[config.mk]
export PLATFORM = sky130hd
export DESIGN_NAME = cpu_bus_master
export DESIGN_NICKNAME = d
export VERILOG_FILES = /design/src/rtl/sys_bus_pkg.sv /design/src/rtl/bus_phase_counter.sv /design/src/rtl/cpu_bus_master.sv
export SDC_FILE = /design/constraint.sdc
export NUM_CORES = 1
export LEC_CHECK = 0
export CAP_MARGIN = 10
export CORE_MARGIN = 2
export CORE_UTILIZATION = 37
export CTS_CLUSTER_SIZE = 25
export DETAILED_ROUTE_END_ITERATION = 10
export PLACE_DENSITY_LB_ADDON = 0.12
export SLEW_MARGIN = 10
export SYNTH_ARGS = -nofsm -noshare
export SYNTH_HDL_FRONTEND = slang
export SYNTH_SLANG_ARGS = --single-unit
[constraint.sdc]
create_clock -name clk -period 1.55 [get_ports clk]
set_clock_uncertainty 0.2 [all_clocks]
set_input_delay 0.2325 -clock clk [delete_from_list [all_inputs] [get_ports clk]]
set_output_delay 0.2325 -clock clk [all_outputs]
set_load 0.05 [all_outputs]
[src/rtl/sys_bus_pkg.sv]
// Shared system-bus definitions: T-phase encoding, default widths and the
// per-phase strobe windows used by bus initiators.
package sys_bus_pkg;

  typedef enum logic [1:0] {
    T1 = 2'd0,
    T2 = 2'd1,
    T3 = 2'd2,
    T4 = 2'd3
  } tphase_e;

  localparam int ADDR_W_DEF   = 32'sd16;
  localparam int DATA_W_DEF   = 32'sd8;
  localparam int MAX_WAIT_DEF = 32'sd15;

  // Window masks: bit n set means the strobe is active in phase n.
  localparam logic [3:0] RD_WIN   = 4'b0110;
  localparam logic [3:0] SYNC_WIN = 4'b1100;
  localparam logic [3:0] WE_WIN   = 4'b1110;

  function automatic logic in_window(input logic [3:0] win, input logic [1:0] ph);
    return win[ph];
  endfunction

endpackage

[src/rtl/bus_phase_counter.sv]
// Free-running T1..T4 phase register with a hold input (used for bus stalls)
// and a T4 decode marking the edge that ends a machine cycle.
module bus_phase_counter
  import sys_bus_pkg::*;
(
  input  logic       clk,
  input  logic       nreset,
  input  logic       hold,
  output logic [1:0] phase_r,
  output logic [1:0] phase_nxt_s,
  output logic       is_t4_s
);

  // Next phase: stay put while held, otherwise wrap T4 back to T1.
  always_comb begin
    phase_nxt_s = phase_r;
    if (hold) begin
      phase_nxt_s = phase_r;
    end else begin
      phase_nxt_s = phase_r + 2'd1;
    end
  end

  // Phase register.
  always_ff @(posedge clk or negedge nreset) begin
    if (!nreset) begin
      phase_r <= T1;
    end else begin
      phase_r <= phase_nxt_s;
    end
  end

  assign is_t4_s = (phase_r == T4);

endmodule

[src/rtl/cpu_bus_master.sv]
// CPU-side initiator turning single core requests into T1-T4 bus cycles.
// Defining BUS_MASTER_WAIT_EN adds nwait stalling in T3 with a timeout.
module cpu_bus_master
  import sys_bus_pkg::*;
#(
  parameter int ADDR_W = ADDR_W_DEF,
  parameter int DATA_W = DATA_W_DEF
`ifdef BUS_MASTER_WAIT_EN
  ,
  parameter int MAX_WAIT = MAX_WAIT_DEF
`endif
) (
  input  logic              clk,
  input  logic              nreset,
  input  logic              req,
  input  logic              we,
  input  logic [ADDR_W-1:0] addr,
  input  logic [DATA_W-1:0] wdata,
  output logic              ack,
  output logic [DATA_W-1:0] rdata,
  output logic [ADDR_W-1:0] a,
  output logic              cpu_raw_rd,
  output logic              cpu_wr_raw,
  output logic              cpu_rd_sync,
  output logic [DATA_W-1:0] d_out,
  output logic              d_oe,
  input  logic [DATA_W-1:0] d_in,
  output logic [1:0]        tphase
`ifdef BUS_MASTER_WAIT_EN
  ,
  input  logic              nwait,
  output logic              wait_to
`endif
);

  logic [1:0]        phase_r;
  logic [1:0]        phase_nxt_s;
  logic              is_t4_s;
  logic              hold_s;
  logic              leave_t3_s;
  logic              active_r;
  logic              we_r;
  logic              active_nxt_s;
  logic              we_nxt_s;
  logic              load_s;
  logic [ADDR_W-1:0] a_r;
  logic [DATA_W-1:0] d_out_r;
  logic [DATA_W-1:0] rdata_r;
  logic              raw_rd_r;
  logic              wr_raw_r;
  logic              rd_sync_r;
  logic              d_oe_r;
  logic              ack_r;

  bus_phase_counter u_phase (
    .clk         (clk),
    .nreset      (nreset),
    .hold        (hold_s),
    .phase_r     (phase_r),
    .phase_nxt_s (phase_nxt_s),
    .is_t4_s     (is_t4_s)
  );

`ifdef BUS_MASTER_WAIT_EN
  localparam logic [3:0] MAX_WAIT_C = 4'(MAX_WAIT);

  logic [3:0] stall_cnt_r;
  logic       in_t3_s;
  logic       timeout_s;
  logic       wait_to_r;

  // Stall decision: only an active T3 honours nwait, until the budget runs out.
  always_comb begin
    in_t3_s   = 1'b0;
    timeout_s = 1'b0;
    hold_s    = 1'b0;
    if (active_r && (phase_r == T3)) begin
      in_t3_s   = 1'b1;
      timeout_s = (stall_cnt_r == MAX_WAIT_C);
      hold_s    = !nwait && !timeout_s;
    end else begin
      in_t3_s   = 1'b0;
      timeout_s = 1'b0;
      hold_s    = 1'b0;
    end
  end

  // Stall counter and timeout flag; the flag lands in T4 next to ack.
  always_ff @(posedge clk or negedge nreset) begin
    if (!nreset) begin
      stall_cnt_r <= 4'd0;
      wait_to_r   <= 1'b0;
    end else begin
      stall_cnt_r <= hold_s ? (stall_cnt_r + 4'd1) : 4'd0;
      wait_to_r   <= in_t3_s && timeout_s;
    end
  end

  assign wait_to = wait_to_r;
`else
  assign hold_s = 1'b0;
`endif

  // Request capture happens only on the edge that ends T4.
  always_comb begin
    load_s       = 1'b0;
    active_nxt_s = active_r;
    we_nxt_s     = we_r;
    leave_t3_s   = (phase_r == T3) && !hold_s;
    if (is_t4_s) begin
      load_s       = req;
      active_nxt_s = req;
      we_nxt_s     = req ? we : we_r;
    end else begin
      load_s       = 1'b0;
      active_nxt_s = active_r;
      we_nxt_s     = we_r;
    end
  end

  // Cycle state plus all bus outputs, registered from next-cycle values so
  // every strobe lines up with the phase it belongs to.
  always_ff @(posedge clk or negedge nreset) begin
    if (!nreset) begin
      active_r  <= 1'b0;
      we_r      <= 1'b0;
      a_r       <= '0;
      d_out_r   <= '0;
      rdata_r   <= '0;
      raw_rd_r  <= 1'b0;
      wr_raw_r  <= 1'b0;
      rd_sync_r <= 1'b0;
      d_oe_r    <= 1'b0;
      ack_r     <= 1'b0;
    end else begin
      active_r  <= active_nxt_s;
      we_r      <= we_nxt_s;
      raw_rd_r  <= active_nxt_s && !we_nxt_s && in_window(RD_WIN, phase_nxt_s);
      rd_sync_r <= active_nxt_s && !we_nxt_s && in_window(SYNC_WIN, phase_nxt_s);
      wr_raw_r  <= active_nxt_s && we_nxt_s && in_window(RD_WIN, phase_nxt_s);
      d_oe_r    <= active_nxt_s && we_nxt_s && in_window(WE_WIN, phase_nxt_s);
      ack_r     <= active_nxt_s && (phase_nxt_s == T4);
      if (load_s) begin
        a_r <= addr;
      end
      if (load_s && we) begin
        d_out_r <= wdata;
      end
      if (leave_t3_s && active_r && !we_r) begin
        rdata_r <= d_in;
      end
    end
  end

  assign tphase      = phase_r;
  assign a           = a_r;
  assign d_out       = d_out_r;
  assign rdata       = rdata_r;
  assign cpu_raw_rd  = raw_rd_r;
  assign cpu_wr_raw  = wr_raw_r;
  assign cpu_rd_sync = rd_sync_r;
  assign d_oe        = d_oe_r;
  assign ack         = ack_r;

endmodule

==> metrics.csv <==
stage,metric,value,unit
timing,finalHoldViolCount,0,
timing,layout_setup_ws,0.03251,ns
floorplanning,fp.dieW,70.28,µm
setup_path,crit_chain,inv_2 -> ha_2 -> nand3b_4 -> mux2_2,
cells_and_area,diodes,0,
grt,grt_max_degree,20,
power_and_ir_drop,vdd_drop_max,0.6709,mV
synthesis,syn_inst,95,
place,dp_cells,228,
cells_and_area,area_growth_syn_to_layout,91.61,%
route,vias,1117,
power_and_ir_drop,switchingPower,0.001023,W
setup_path,critPathKind,flip-flop to flip-flop,
grt,grt_use_total,17.51,%
power_and_ir_drop,switching_share,30.36,%
clock_tree,cts.clk_slew.worst_paths,0.08,ns
power_and_ir_drop,p_seq_share,39.2,%
floorplanning,die_area,4939,µm²
synthesis,yosysSeqAreaShare,63.13,%
setup_path,crit_slowest_cell,dfrtp_2,
timing,finalCritPeriodShare,97.90,%
setup_path,crit_buf_inv,1,
synthesis,yosys.cell_types.count,17,
timing,fmax,659.0,MHz
timing,worst_slew_pin_slew,0.3643,ns
cells_and_area,final_cell_mix,"dfrtp_1, buf_12, clkdlybuf4s50_1, mux2_4, mux2_2",
setup_path,cp_slowest_stage_delay,0.44,ns
route,wl_per_cell,16.88,µm
grt,grt_pass1_vias,1260,
synthesis,ys_warn_count,0,
clock_tree,numClockSinks,41,
route,drc,0,
route,drt_iter0_markers,35,
setup_path,cp_max_fo,8,
synthesis,syn_area_per_cell,17.11,µm²
min_path,hp-class,input port to asynchronous set/reset pin,
cells_and_area,stdcell_count,238,
clock_tree,clock_path_buffers,2,
synthesis,syn_area,1625,µm²
power_and_ir_drop,power_density,1082,nW/µm²
run_status,outcome,finished clean,
timing,fin_tns_setup,0,ns
synthesis,ys_seq_elements,41,
floorplanning,core-area,4294,µm²
clock_tree,htree_num_levels,2,
setup_path,cp_top_family,flip-flops,
timing,setup_violations,0,
clock_tree,cts_tree,done,
floorplanning,ios,75,
cells_and_area,fillers,270,
route,drtPass1Iterations,4,
clock_tree,postCtsSetupBuffers,0,
cells_and_area,stdcell_area,3114,µm²
power_and_ir_drop,clockPowerShare,25.9,%
place,portBuffers,74,
timing,slew_viol_final,0,
power_and_ir_drop,p_leak,1.425,nW
cells_and_area,layout.nets,225,
grt,antenna_found_initial,0,
place,placed_cell_area,2920,µm²
place,place.gp.congestion,0.7201,
run,maxCapViolCount,0,
timing,fin_crit,1.517,ns
timing,rsz0062_at_grt,yes,
floorplanning,die_height,70.28,µm
place,hpwl,3000,µm
cells_and_area,drive_gt1_share,55.91,%
clock_tree,clock_latency,0.28,ns
setup_path,start_kind,flip-flop,
floorplanning,num_rows,24,
grt,overflow,0,
setup_path,cp.arrival,1.49,ns
grt,grt_pass1_wl,6561,µm
route,antenna_left,0,
power_and_ir_drop,power.internal,0.002348,W
route,routed_wl,4018,µm
timing,maxSlewHeadroom,75.71,%
clock_tree,clockRootBuffer,clkbuf_8,
place,pre_cts_slack,-0.2252,ns
setup_path,crit_path_end_kind,flip-flop,
clock_tree,numCtsBuffers,5,
timing,fin_hold_ws,0.1921,ns
route,vias_per_cell,4.693,
power_and_ir_drop,comb_power_share,34.9,%
setup_path,required,1.52,ns
floorplanning,initial_utilization,37.85,%
synthesis,syn-num-nets,135,
==> cells in the mapped netlist <==
cell | count | area (µm²)
mux2_2 | 22 | 247.7
nand2_1 | 1 | 3.750
and3_1 | 1 | 6.260
dfrtp_1 | 41 | 1026
a211oi_1 | 2 | 15.01
mux2i_1 | 1 | 10.01
mux2_4 | 10 | 150.1
nand3_1 | 1 | 5.000
inv_1 | 3 | 11.26
buf_6 | 2 | 22.52
a21bo_2 | 1 | 10.01
ha_1 | 4 | 50.05
nand2_4 | 1 | 11.26
a2111oi_2 | 2 | 30.03
nand3b_2 | 1 | 11.26
nor2b_1 | 1 | 6.260
xnor2_1 | 1 | 8.760
==> logic make-up after synthesis <==
logic type | after synthesis | share of synthesized area [%]
buf+inv | 5 | 2.078
flops | 41 | 63.13
fa+ha+maj | 4 | 3.079
xor+xnor | 1 | 0.5390
mux | 33 | 25.10
compound gates | 5 | 3.387
simple gates | 6 | 2.694
==> per-layer routing <==
metal | GRT usage [%] | up-vias | part of all wire, % | wire length (µm)
met1 | 21.62 | 554 | 40 | 1595
li1 | - | 515 | - | -
met3 | 4.185 | 6 | 5.1 | 206
met2 | 30.08 | 42 | 54 | 2168
met5 | 0 | - | 0 | 0
met4 | 5.769 | 0 | 1.2 | 48
==> repair_timing <==
action / 4_1_cts / 5_1_grt
hold buffers: 1 / 0
setup endpoints to repair: 14 / 20
pin swaps: 1 / 1
gates resized for setup: 1 / 9
gates cloned: 0 / 1
endpoints found under the hold margin: 22 / 0
==> worst paths after layout <==
path                                                 to  cells past startpoint  slack, ns                         start
min in group clk                  cpu_rd_sync$_DFF_PN0_                      3       0.31                           req
min reg2reg                u_phase.phase_r[0]$_DFF_PN0_                      1       0.33  u_phase.phase_r[0]$_DFF_PN0_
max reg2reg                        rdata[4]$_DFFE_PN0P_                      4       0.03  u_phase.phase_r[0]$_DFF_PN0_
max                                rdata[4]$_DFFE_PN0P_                      4       0.03  u_phase.phase_r[0]$_DFF_PN0_
max in group asynchronous             a[10]$_DFFE_PN0P_                      3       0.39                        nreset
min                                d_out[7]$_DFFE_PN0P_                      2       0.19                        nreset
==> power groups by stage <==
stage          combinational, W  sequential (W)  clock (W)
4_1_cts                 0.00118         0.00132   0.000894
3_5_place_dp            0.00118         0.00134          0
2_1_floorplan          0.000141         0.00167          0
6_report                0.00118         0.00132   0.000873
5_1_grt                 0.00122         0.00133   0.000954
3_3_place_gp            0.00116         0.00133          0
==> state kept, by name, summed over array words and instances, names as in the netlist <==
register	flops
a	16
d_out	8
rdata	8
u_phase.phase_r	2
ack	1
active_r	1
cpu_raw_rd	1
cpu_rd_sync	1
cpu_wr_raw	1
d_oe	1
we_r	1
==> through the flow <==
stage,utilization [%],total power [W]
3_5_place_dp,68.01,0.002517
2_1_floorplan,-,0.001813
6_report,72.52,0.003371
4_1_cts,71.15,0.003396
3_3_place_gp,68.01,0.002490
5_1_grt,72.52,0.003507
==> area by class of cell <==
type	count	area, µm²	share of cell area (%)
multi-input cells	50	686.9	22.06
inverters	3	11.26	0.3616
clock buffers	7	86.33	2.772
clock inverters	1	30.03	0.9642
well taps	52	65.06	2.089
repair buffers	84	1206	38.73
flip-flops and latches	41	1028	33.03
Note: power is estimated with default switching activity, not from simulation.
